$ cat src/rtl/varint_field_sched_if.sv
// Descriptor intake and serializer-engine handshake bundle for varint_field_sched.
// The scheduler attaches through the master modport, its environment through slave.
interface varint_field_sched_if;
  logic        in_valid;
  logic        in_ready;
  logic [63:0] in_value;
  logic [4:0]  in_field_type;
  logic [28:0] in_field_num;
  logic        eng_en;
  logic [63:0] eng_value;
  logic [4:0]  eng_field_type;
  logic [63:0] eng_dst_addr;
  logic        eng_done;
  logic [3:0]  eng_bytes_written;

  modport master (
    input  in_valid, in_value, in_field_type, in_field_num, eng_done, eng_bytes_written,
    output in_ready, eng_en, eng_value, eng_field_type, eng_dst_addr
  );

  modport slave (
    output in_valid, in_value, in_field_type, in_field_num, eng_done, eng_bytes_written,
    input  in_ready, eng_en, eng_value, eng_field_type, eng_dst_addr
  );
endinterface

$ cat src/rtl/varint_field_sched.sv
// Sequences protobuf varint fields (value, then tag) through one shared serializer engine,
// moving the write cursor downward and totalling emitted bytes.
module varint_field_sched #(
  parameter int DEPTH = 4,
  parameter int GAP   = 1
) (
  input  logic                 clk,
  input  logic                 reset,
  input  logic                 start,
  input  logic [63:0]          start_addr,
  varint_field_sched_if.master bus,
  output logic [63:0]          cursor,
  output logic [31:0]          total_bytes,
  output logic                 field_done,
  output logic                 busy,
  output logic                 err
);
  localparam int AW = (DEPTH > 1) ? $clog2(DEPTH) : 1;
  localparam int GW = (GAP > 1) ? $clog2(GAP) : 1;

  typedef enum logic [2:0] {
    ST_IDLE    = 3'd0,
    ST_VAL_RUN = 3'd1,
    ST_VAL_GAP = 3'd2,
    ST_TAG_RUN = 3'd3,
    ST_TAG_GAP = 3'd4
  } state_t;

  function automatic logic is_varint_type(input logic [4:0] t);
    case (t)
      5'd3, 5'd4, 5'd5, 5'd8, 5'd13, 5'd14, 5'd17, 5'd18: is_varint_type = 1'b1;
      default:                                            is_varint_type = 1'b0;
    endcase
  endfunction

  function automatic logic [31:0] sat_add32(input logic [31:0] a, input logic [3:0] b);
    logic [32:0] sum;
    sum = {1'b0, a} + {29'd0, b};
    sat_add32 = sum[32] ? 32'hFFFF_FFFF : sum[31:0];
  endfunction

  logic [63:0]   fifo_value_r [DEPTH];
  logic [4:0]    fifo_type_r  [DEPTH];
  logic [28:0]   fifo_num_r   [DEPTH];
  logic [AW-1:0] wr_ptr_r;
  logic [AW-1:0] rd_ptr_r;
  logic [AW:0]   count_r;
  logic [AW:0]   count_nxt_s;
  logic          in_ready_r;

  state_t        state_r;
  state_t        state_nxt_s;
  logic [GW-1:0] gap_cnt_r;
  logic [GW-1:0] gap_cnt_nxt_s;
  logic [28:0]   tag_num_r;
  logic [28:0]   tag_num_nxt_s;

  logic          eng_en_r,         eng_en_nxt_s;
  logic [63:0]   eng_value_r,      eng_value_nxt_s;
  logic [4:0]    eng_type_r,       eng_type_nxt_s;
  logic [63:0]   eng_dst_r,        eng_dst_nxt_s;
  logic [63:0]   cursor_r,         cursor_nxt_s;
  logic [31:0]   total_r,          total_nxt_s;
  logic          field_done_r,     field_done_nxt_s;
  logic          err_r,            err_nxt_s;
  logic          busy_r;

  logic          push_s;
  logic          pop_s;
  logic          head_ok_s;
  logic          gap_last_s;

  assign push_s     = bus.in_valid & in_ready_r;
  // Every descriptor reaching the head in IDLE is consumed, whether served or dropped.
  assign pop_s      = (state_r == ST_IDLE) & (count_r != {(AW+1){1'b0}});
  assign head_ok_s  = is_varint_type(fifo_type_r[rd_ptr_r]);
  assign gap_last_s = (gap_cnt_r == GW'(GAP - 1));

  // FIFO occupancy after this cycle's push/pop.
  always_comb begin
    count_nxt_s = count_r;
    case ({push_s, pop_s})
      2'b10:   count_nxt_s = count_r + (AW+1)'(1);
      2'b01:   count_nxt_s = count_r - (AW+1)'(1);
      default: count_nxt_s = count_r;
    endcase
  end

  // Descriptor payload storage; validity is tracked by the pointers alone.
  always_ff @(posedge clk) begin
    if (push_s) begin
      fifo_value_r[wr_ptr_r] <= bus.in_value;
      fifo_type_r[wr_ptr_r]  <= bus.in_field_type;
      fifo_num_r[wr_ptr_r]   <= bus.in_field_num;
    end
  end

  // FIFO pointers, count and registered ready.
  always_ff @(posedge clk) begin
    if (!reset) begin
      wr_ptr_r   <= {AW{1'b0}};
      rd_ptr_r   <= {AW{1'b0}};
      count_r    <= {(AW+1){1'b0}};
      in_ready_r <= 1'b1;
    end else begin
      if (push_s) wr_ptr_r <= wr_ptr_r + AW'(1);
      if (pop_s)  rd_ptr_r <= rd_ptr_r + AW'(1);
      count_r    <= count_nxt_s;
      in_ready_r <= (count_nxt_s != (AW+1)'(DEPTH));
    end
  end

  // FSM state register.
  always_ff @(posedge clk) begin
    if (!reset) state_r <= ST_IDLE;
    else        state_r <= state_nxt_s;
  end

  // FSM next-state logic.
  always_comb begin
    state_nxt_s = state_r;
    case (state_r)
      ST_IDLE:    if (pop_s && head_ok_s) state_nxt_s = ST_VAL_RUN; else state_nxt_s = ST_IDLE;
      ST_VAL_RUN: if (bus.eng_done)       state_nxt_s = ST_VAL_GAP; else state_nxt_s = ST_VAL_RUN;
      ST_VAL_GAP: if (gap_last_s)         state_nxt_s = ST_TAG_RUN; else state_nxt_s = ST_VAL_GAP;
      ST_TAG_RUN: if (bus.eng_done)       state_nxt_s = ST_TAG_GAP; else state_nxt_s = ST_TAG_RUN;
      ST_TAG_GAP: if (gap_last_s)         state_nxt_s = ST_IDLE;    else state_nxt_s = ST_TAG_GAP;
      default:                            state_nxt_s = ST_IDLE;
    endcase
  end

  // FSM output/datapath next values; all outputs leave through registers.
  always_comb begin
    eng_en_nxt_s     = eng_en_r;
    eng_value_nxt_s  = eng_value_r;
    eng_type_nxt_s   = eng_type_r;
    eng_dst_nxt_s    = eng_dst_r;
    cursor_nxt_s     = cursor_r;
    total_nxt_s      = total_r;
    field_done_nxt_s = 1'b0;
    err_nxt_s        = err_r;
    gap_cnt_nxt_s    = gap_cnt_r;
    tag_num_nxt_s    = tag_num_r;
    case (state_r)
      ST_IDLE: begin
        gap_cnt_nxt_s = {GW{1'b0}};
        if (pop_s) begin
          if (head_ok_s) begin
            eng_en_nxt_s    = 1'b1;
            eng_value_nxt_s = fifo_value_r[rd_ptr_r];
            eng_type_nxt_s  = fifo_type_r[rd_ptr_r];
            eng_dst_nxt_s   = cursor_r;
            tag_num_nxt_s   = fifo_num_r[rd_ptr_r];
          end else begin
            err_nxt_s = 1'b1;
          end
        end else if (start && !busy_r) begin
          cursor_nxt_s = start_addr;
          total_nxt_s  = 32'd0;
        end else begin
          cursor_nxt_s = cursor_r;
        end
      end
      ST_VAL_RUN, ST_TAG_RUN: begin
        if (bus.eng_done) begin
          eng_en_nxt_s     = 1'b0;
          cursor_nxt_s     = cursor_r - {60'd0, bus.eng_bytes_written};
          total_nxt_s      = sat_add32(total_r, bus.eng_bytes_written);
          field_done_nxt_s = (state_r == ST_TAG_RUN);
          gap_cnt_nxt_s    = {GW{1'b0}};
        end else begin
          eng_en_nxt_s = 1'b1;
        end
      end
      ST_VAL_GAP: begin
        // Tag = (field_num << 3) | wire type 0, serialized as plain uint64.
        if (gap_last_s) begin
          eng_en_nxt_s    = 1'b1;
          eng_value_nxt_s = {32'd0, tag_num_r, 3'b000};
          eng_type_nxt_s  = 5'd4;
          eng_dst_nxt_s   = cursor_r;
          gap_cnt_nxt_s   = {GW{1'b0}};
        end else begin
          gap_cnt_nxt_s = gap_cnt_r + GW'(1);
        end
      end
      ST_TAG_GAP: begin
        if (gap_last_s) gap_cnt_nxt_s = {GW{1'b0}};
        else            gap_cnt_nxt_s = gap_cnt_r + GW'(1);
      end
      default: begin
        eng_en_nxt_s = 1'b0;
      end
    endcase
  end

  // Output and datapath registers.
  always_ff @(posedge clk) begin
    if (!reset) begin
      eng_en_r     <= 1'b0;
      eng_value_r  <= 64'd0;
      eng_type_r   <= 5'd0;
      eng_dst_r    <= 64'd0;
      cursor_r     <= 64'd0;
      total_r      <= 32'd0;
      field_done_r <= 1'b0;
      err_r        <= 1'b0;
      gap_cnt_r    <= {GW{1'b0}};
      tag_num_r    <= 29'd0;
      busy_r       <= 1'b0;
    end else begin
      eng_en_r     <= eng_en_nxt_s;
      eng_value_r  <= eng_value_nxt_s;
      eng_type_r   <= eng_type_nxt_s;
      eng_dst_r    <= eng_dst_nxt_s;
      cursor_r     <= cursor_nxt_s;
      total_r      <= total_nxt_s;
      field_done_r <= field_done_nxt_s;
      err_r        <= err_nxt_s;
      gap_cnt_r    <= gap_cnt_nxt_s;
      tag_num_r    <= tag_num_nxt_s;
      busy_r       <= (state_nxt_s != ST_IDLE) | (count_nxt_s != {(AW+1){1'b0}});
    end
  end

  assign bus.in_ready       = in_ready_r;
  assign bus.eng_en         = eng_en_r;
  assign bus.eng_value      = eng_value_r;
  assign bus.eng_field_type = eng_type_r;
  assign bus.eng_dst_addr   = eng_dst_r;
  assign cursor             = cursor_r;
  assign total_bytes        = total_r;
  assign field_done         = field_done_r;
  assign busy               = busy_r;
  assign err                = err_r;

endmodule

$ cat src/flat_wrapper.sv
// flat-port wrapper written by rule: the top's interface ports become plain ports
module varint_field_sched_flat 
#(
  parameter int DEPTH = 4,
  parameter int GAP   = 1
)
  (clk, reset, start, start_addr, cursor, total_bytes, field_done, busy, err, bus_in_valid, bus_in_value, bus_in_field_type, bus_in_field_num, bus_eng_done, bus_eng_bytes_written, bus_in_ready, bus_eng_en, bus_eng_value, bus_eng_field_type, bus_eng_dst_addr);
  varint_field_sched_if bus_i ();
  input  logic clk;
  input  logic reset;
  input  logic start;
  input  logic [63:0] start_addr;
  output logic [63:0] cursor;
  output logic [31:0] total_bytes;
  output logic field_done;
  output logic busy;
  output logic err;
  input wire logic [$bits(bus_i.in_valid)-1:0] bus_in_valid;
  input wire logic [$bits(bus_i.in_value)-1:0] bus_in_value;
  input wire logic [$bits(bus_i.in_field_type)-1:0] bus_in_field_type;
  input wire logic [$bits(bus_i.in_field_num)-1:0] bus_in_field_num;
  input wire logic [$bits(bus_i.eng_done)-1:0] bus_eng_done;
  input wire logic [$bits(bus_i.eng_bytes_written)-1:0] bus_eng_bytes_written;
  output wire logic [$bits(bus_i.in_ready)-1:0] bus_in_ready;
  output wire logic [$bits(bus_i.eng_en)-1:0] bus_eng_en;
  output wire logic [$bits(bus_i.eng_value)-1:0] bus_eng_value;
  output wire logic [$bits(bus_i.eng_field_type)-1:0] bus_eng_field_type;
  output wire logic [$bits(bus_i.eng_dst_addr)-1:0] bus_eng_dst_addr;
  assign bus_i.in_valid = bus_in_valid;
  assign bus_i.in_value = bus_in_value;
  assign bus_i.in_field_type = bus_in_field_type;
  assign bus_i.in_field_num = bus_in_field_num;
  assign bus_i.eng_done = bus_eng_done;
  assign bus_i.eng_bytes_written = bus_eng_bytes_written;
  assign bus_in_ready = bus_i.in_ready;
  assign bus_eng_en = bus_i.eng_en;
  assign bus_eng_value = bus_i.eng_value;
  assign bus_eng_field_type = bus_i.eng_field_type;
  assign bus_eng_dst_addr = bus_i.eng_dst_addr;
  varint_field_sched #(.DEPTH(DEPTH), .GAP(GAP)) u_core (.clk(clk), .reset(reset), .start(start), .start_addr(start_addr), .bus(bus_i), .cursor(cursor), .total_bytes(total_bytes), .field_done(field_done), .busy(busy), .err(err));
endmodule
$ cat config.mk
export PLATFORM = sky130hd
export DESIGN_NAME = varint_field_sched_flat
export DESIGN_NICKNAME = d
export VERILOG_FILES = /design/src/rtl/varint_field_sched_if.sv /design/src/rtl/varint_field_sched.sv /design/src/flat_wrapper.sv
export SDC_FILE = /design/constraint.sdc
export NUM_CORES = 1
export LEC_CHECK = 0
export ABC_CLOCK_PERIOD_IN_PS = 3800
export BUFFER_PORTS_ARGS = -buffer_cell sky130_fd_sc_hd__buf_4
export CORE_MARGIN = 5
export CORE_UTILIZATION = 55
export DETAILED_ROUTE_END_ITERATION = 12
export PLACE_DENSITY = 0.86
export SYNTH_ARGS = -nofsm -noshare
export SYNTH_HDL_FRONTEND = slang
export SYNTH_SLANG_ARGS = --single-unit
$ cat constraint.sdc
create_clock -name clk -period 3.8 [get_ports clk]
set_input_delay 0.19 -clock clk [delete_from_list [all_inputs] [get_ports clk]]
set_output_delay 0.19 -clock clk [all_outputs]
set_load 0.005 [all_outputs]
==> reports/results.txt, run 1 <==
mux contribution to synthesized area: 0.0967
Inserted Clock Buffers: 68
I/O Buffers: 404
max-slew violation count: 0
largest net degree at the start of global routing: 108
Internal: 16.8 mW
Compound-Gate Fraction of Synth Area: 0.109
clock period minus worst slack: 3.65 ns
FILL cells: 2887
Mean Syn Cell Area: 12.8 um2
Worst Tran Pin Value: 1.18 ns
core footprint: 47900 um2
final core occ: 0.715
vias in the first global route: 21505
io pins: 405
Synth Area in Simple Gates: 0.111
Worst setup SP type: flop
die area: 53200 um2
CTS tree: done
critical path's slowest cell: nor2_4
Pwr Density: 782 nW/um2
Synth Flop Type: edfxtp_1
Hold Crit Class: input pin to flop
post-synth cell types: 75
flop-to-flop setup slack: 0.15 ns
Remaining DRCs: 0
sw frac: 0.374
GRT Residual Overflow: 0
Reg2Reg Depth: 8
leading area contributor after synthesis: edfxtp_1
critical path peak fanout: 39
status: finished, final reports clean
RePlAce Congestion: 0.934
routed vias: 21767
Post-Route WL: 94.1 mm
RSZ-0062 raised after global routing: false
Hold Path End: u_core.total_bytes[0]
initial antenna violation count: 5
nets: 2791
area share of fa/ha/maj cells after synthesis: 0.00925
wire length per cell: 28.8 um
placed instance count: 3001
share of the synthesized area in the top cell type: 0.439
Post-DRT Antenna Nets: 0
sequential-to-total area share from yosys stat: 0.645
reg2reg end: u_core.bus.eng_value[36]
largest family of logic cells by synthesized area: simple AND/OR/NAND/NOR gates
Rows: 80
count leader, synth: edfxtp_1
final setup vio count: 0
maxcap violations: 0
drt initial violations: 2995
Max Root-Sink Buffers: 3
final worst-path cycle share: 0.959
Gate power share: 0.342
Synth top cells by count: edfxtp_1, nand2_1, dfxtp_1
first-pass iteration count of the detailed router: 9
Clk Latency, worst-skew pair: 0.64 ns
Setup TNS Final: 0 ns
die width: 231 um
async set or reset register ratio after synthesis: 0
Initial Util: 0.559
first-pass GRT wire length: 138 mm
Clock transition at path regs: 0.07 ns
clock skew: 0.0410 ns
Syn Std Cell Area: 26800 um2
worst setup path category: flop to flop
Crit. End Element: flop
final non-filler cell total: 3273
total power: 26.8 mW
CTS H-Tree Depth: 3
slowest cell delay on critical path: 0.86 ns
Peak VDD IR: 729 uV
Crit path buffers/inverters: 1
GRT Util Overall: 0.343
die height: 231 um
leakage: 12.4 nW
ratio of cells with drive above 1 in the final layout: 0.266
Fmax achieved: 274 MHz
hpwl dp: 53.7 mm
via density per instance: 6.65
final hold vios: 0
WP data arrival: 4.21 ns
Root Driver: clkbuf_16
CP cell instances: mux4_2 -> inv_1 -> ha_1 -> mux2_2 -> nand3b_1 -> a21o_1 -> nor2_4 -> a22o_1
Yosys warnings: 0
WP data required: 4.36 ns
total setup buffers inserted after CTS: 0
fin area: 34300 um2
Sink Count: 667
Slew HR: 0.216
Mapped Cells: 2090
Post-Syn Nets: 2279
delay-heaviest family, CP: simple AND/OR/NAND/NOR gates
XOR/XNOR Fraction of Synth Area: 0.00360
Synth Register Bits: 667
Layout area overhead: 28.0%
P_sw: 10.0 mW
Hold Startpoint: bus_eng_bytes_written[0]
Reg power frac: 0.389
Area after DPL: 30500 um2
clock share of power: 0.268
synth top area cells: edfxtp_1, dfxtp_1, mux4_2
Post-synth EDFFs: 392
Hold Path Stages: 4
## cells by family after synthesis
kind of cell / Yosys count
compound gates: 452
simple gates: 633
xor+xnor: 11
buf+inv: 174
flops: 667
mux: 135
fa+ha+maj: 18
## layout make-up
cell class                      instances  area [um2]  area share
Clock inverter                         34         473      0.0138
Tap cell                              615         769      0.0224
Inverter                               26         100     0.00292
Antenna cell                            3        7.51    0.000219
Multi-Input combinational cell       1249        8880       0.259
Sequential cell                       667       17300       0.504
Clock buffer                           89        1880      0.0549
Timing Repair Buffer                  590        4890       0.143
## layout by cell type (no fill, tap or decap), types with 34 or more instances in the layout
cell and n:
nor3_1 36, a311oi_1 34, edfxtp_1 392, a22o_1 39
nand2_1 291, mux4_2 98, clkbuf_16 69, a21oi_1 141
nor2_1 108, buf_4 436, dlygate4sd3_1 146, dfxtp_1 272
nand3_1 67, o21ai_0 108
## power groups by stage
| stage | combinational [mW] | clock, mW | sequential [mW] |
|---|---|---|---|
| floorplan | 5.50 | 0 | 9.91 |
| global placement | 8.26 | 0 | 10.3 |
| detailed placement | 8.54 | 0 | 10.4 |
| CTS | 8.86 | 7.12 | 10.3 |
| global route | 9.74 | 7.52 | 10.5 |
| finish | 9.17 | 7.19 | 10.4 |
## worst max path at each step
stage | slack [ns] | to | cells after the start
2_1_floorplan | 0.31 | u_core.bus.eng_field_type[0] | 13
3_3_place_gp | 0.58 | u_core.bus.eng_value[2] | 8
3_5_place_dp | 0.47 | u_core.bus.eng_value[47] | 8
4_1_cts | 0.24 | u_core.bus.eng_value[47] | 8
5_1_grt | 0.02 | u_core.bus.eng_field_type[4] | 8
6_report | 0.15 | u_core.bus.eng_value[36] | 8
## per-layer routing
layer	track usage	part of all wire
met5	0	0.00024
met4	0.196	0.073
met3	0.0829	0.11
met2	0.582	0.49
met1	0.401	0.32
## timing repair
action / CTS / global route
hold endpoints to repair: 444 / 0
resized for setup: 0 / 1
setup endpoints to repair: 0 / 5
hold buffers: 146 / 0
## state kept, by name, indices dropped and copies added (netlist names), 2 cells and up, named ones only
signal,cells
u_core.bus.eng_dst_addr,64
u_core.bus.eng_field_type,5
u_core.bus.eng_value,64
u_core.fifo_type_r,20
u_core.fifo_num_r,116
u_core.cursor,64
u_core.rd_ptr_r,2
u_core.tag_num_r,29
u_core.total_bytes,32
u_core.wr_ptr_r,2
u_core.fifo_value_r,256
u_core.count_r,3
u_core.state_r,3
## worst reg2reg max path: stages (launching register included)
cell and delay [ns]:
dfxtp_4 0.66, mux4_2 0.65, inv_1 0.10, ha_1 0.16
mux2_2 0.16, nand3b_1 0.29, a21o_1 0.33, nor2_4 0.87
a22o_1 0.37
## metrics by stage
stage                     setup slack [ns]  hold WS (ns)
after floorplan                      0.314         0.289
after global placement               0.584         0.388
after CTS                            0.244     0.0000192
final                                0.154        0.0297
after global routing                0.0210        0.0320
after detailed placement             0.466         0.393
No activity file was read; power rests on OpenSTA's default activity.
==> inputs of run 2 (changes only) <==
--- a/config.mk
+++ b/config.mk
@@ -7,6 +7,7 @@
 export LEC_CHECK = 0
 export ABC_CLOCK_PERIOD_IN_PS = 3800
 export BUFFER_PORTS_ARGS = -buffer_cell sky130_fd_sc_hd__buf_4
+export CORE_ASPECT_RATIO = 0.9
 export CORE_MARGIN = 5
 export CORE_UTILIZATION = 55
 export DETAILED_ROUTE_END_ITERATION = 12
==> run 2 against run 1 <==
  * Routed wire length is 4.8% lower
  * Fmax up 13%
  * Sequential power is essentially flat
  * Core utilization shrank 0.45 points
  * Critical endpoint unchanged
  * Largest power group unchanged
  * Highest routed layer is now met4
==> reports/results.txt, run 2 (synthesized netlist as in run 1, its figures left out) <==
routed vias: 21172
I/O Buffers: 404
worst setup path category: flop to flop
leakage: 12.3 nW
Critical Path End: u_core.bus.eng_value[36]
status: finished, final reports clean
final core occ: 0.711
first-pass iteration count of the detailed router: 6
commonest non-fill, non-tap cell in the layout: buf_4
most frequent cells in the layout: buf_4, edfxtp_1, nand2_1
max-slew violation count: 0
ratio of cells with drive above 1 in the final layout: 0.264
Post-Place Worst Slack: 0.656 ns
CTS H-Tree Depth: 3
Max Root-Sink Buffers: 3
delay-heaviest family, CP: simple AND/OR/NAND/NOR gates
WP data required: 4.36 ns
clock skew: 0.0513 ns
GRT Residual Overflow: 0
Slew HR: 0.164
Post-DRT Antenna Nets: 0
initial antenna violation count: 5
Worst Tran Pin Value: 1.25 ns
vias in the first global route: 20992
die height: 219 um
first-pass GRT wire length: 133 mm
Crit. path cell count: 8
largest net degree at the start of global routing: 152
Peak VDD IR: 543 uV
CTS tree: done
clock period minus worst slack: 3.22 ns
Remaining DRCs: 0
hpwl dp: 53.7 mm
Rows: 76
placed instance count: 3012
RePlAce Congestion: 0.926
Reg2Reg Depth: 8
flop-to-flop setup slack: 0.58 ns
wire length per cell: 27.3 um
critical path peak fanout: 39
Crit path buffers/inverters: 1
CP cell instances: mux4_2 -> inv_1 -> ha_1 -> mux2_2 -> nand3b_1 -> a21o_1 -> nor2_4 -> a22o_1
Sink Count: 667
GRT Util Overall: 0.328
Worst setup SP type: flop
Hold Crit Class: input pin to flop
max reg flops: 256
final worst-path cycle share: 0.847
final non-filler cell total: 3285
Post-Route WL: 89.6 mm
Clock transition at path regs: 0.07 ns
Crit. End Element: flop
Final WS setup: 0.580 ns
drt initial violations: 2660
Inserted Clock Buffers: 67
via density per instance: 6.45
die area: 53200 um2
Initial Util: 0.558
WP data arrival: 3.78 ns
Setup TNS Final: 0 ns
Hold Path Stages: 3
final setup vio count: 0
total setup buffers inserted after CTS: 0
io pins: 405
Root Driver: clkbuf_16
Pwr Density: 765 nW/um2
Post-CTS Resized: 0
Clk Latency, worst-skew pair: 0.65 ns
biggest registers after layout: u_core.fifo_value_r: 256 flops, u_core.fifo_num_r: 116 flops
RSZ-0062 raised after global routing: false
nets: 2790
reg2reg end: u_core.bus.eng_value[36]
die width: 243 um
maxcap violations: 0
Layout area overhead: 27.4%
core footprint: 48000 um2
final hold vios: 0
largest reg by FF count: u_core.fifo_value_r
slowest cell delay on critical path: 0.92 ns
Fmax achieved: 311 MHz
critical path's slowest cell: nor2_4
run 2: cell count changes in the layout (fill, tap and decap cells not counted), sizes merged:
cell	change
diode	+3
inv	+2
clkinv	-1
clkinvlp	-4
dlygate4sd3	-2
bufinv	-6
buf	+2
clkbuf	+9
run 2: layer usage:
layer	up-vias	wire length, um	GRT usage
met4	0	4760	0.150
met3	288	9710	0.0826
met1	10327	30600	0.389
li1	8985	-	-
met2	1572	44600	0.569
met5	-	0	0
run 2: metrics by stage:
step	hold WS [ns]	area [um2]	power [mW]
after floorplan	0.289	26800	15.4
after global placement	0.388	30500	18.6
after detailed placement	0.392	30500	18.9
after CTS	0.00421	34100	25.7
after global routing	0.0261	34100	27.2
final	0.0280	34100	26.1
run 2: timing repair:
| action | in CTS | in global routing |
|---|---|---|
| endpoints found under the hold margin | 438 | 0 |
| endpoints found under the setup margin | 0 | 0 |
| hold buffers | 144 | 0 |
run 2: worst min-delay path by stage:
stage | from | end | slack [ns]
after global placement | bus_in_value[54] | u_core.fifo_value_r[1][54] | 0.39
after detailed placement | bus_in_field_num[8] | u_core.fifo_num_r[2][8] | 0.39
final | start_addr[17] | u_core.cursor[17] | 0.03
after floorplan | bus_in_field_num[0] | u_core.fifo_num_r[0][0] | 0.29
after CTS | start_addr[17] | u_core.cursor[17] | 0.004
after global routing | start_addr[35] | u_core.cursor[35] | 0.03
run 2: final cells by class:
| class | instances | area (um2) |
|---|---|---|
| Clock buffer | 98 | 1910 |
| Sequential cell | 667 | 17300 |
| Antenna cell | 6 | 15.0 |
| Clock inverter | 25 | 256 |
| Fill cell | 2937 | 13900 |
| Inverter | 26 | 100 |
| Tap cell | 624 | 781 |
| Multi-Input combinational cell | 1249 | 8880 |
| Timing Repair Buffer | 590 | 4890 |
run 2: worst register-to-register path, cell delays in order, from the launching register on:
cell	delay, ns
dfxtp_4	0.41
mux4_2	0.56
inv_1	0.08
ha_1	0.14
mux2_2	0.14
nand3b_1	0.25
a21o_1	0.31
nor2_4	0.92
a22o_1	0.36
run 2: where the power goes:
group	total (mW)	leakage (nW)	internal, mW	switching, mW
Clock	6.67	1.07	3.69	2.97
Sequential	10.3	5.83	9.00	1.34
Combinational	9.08	5.41	3.72	5.37
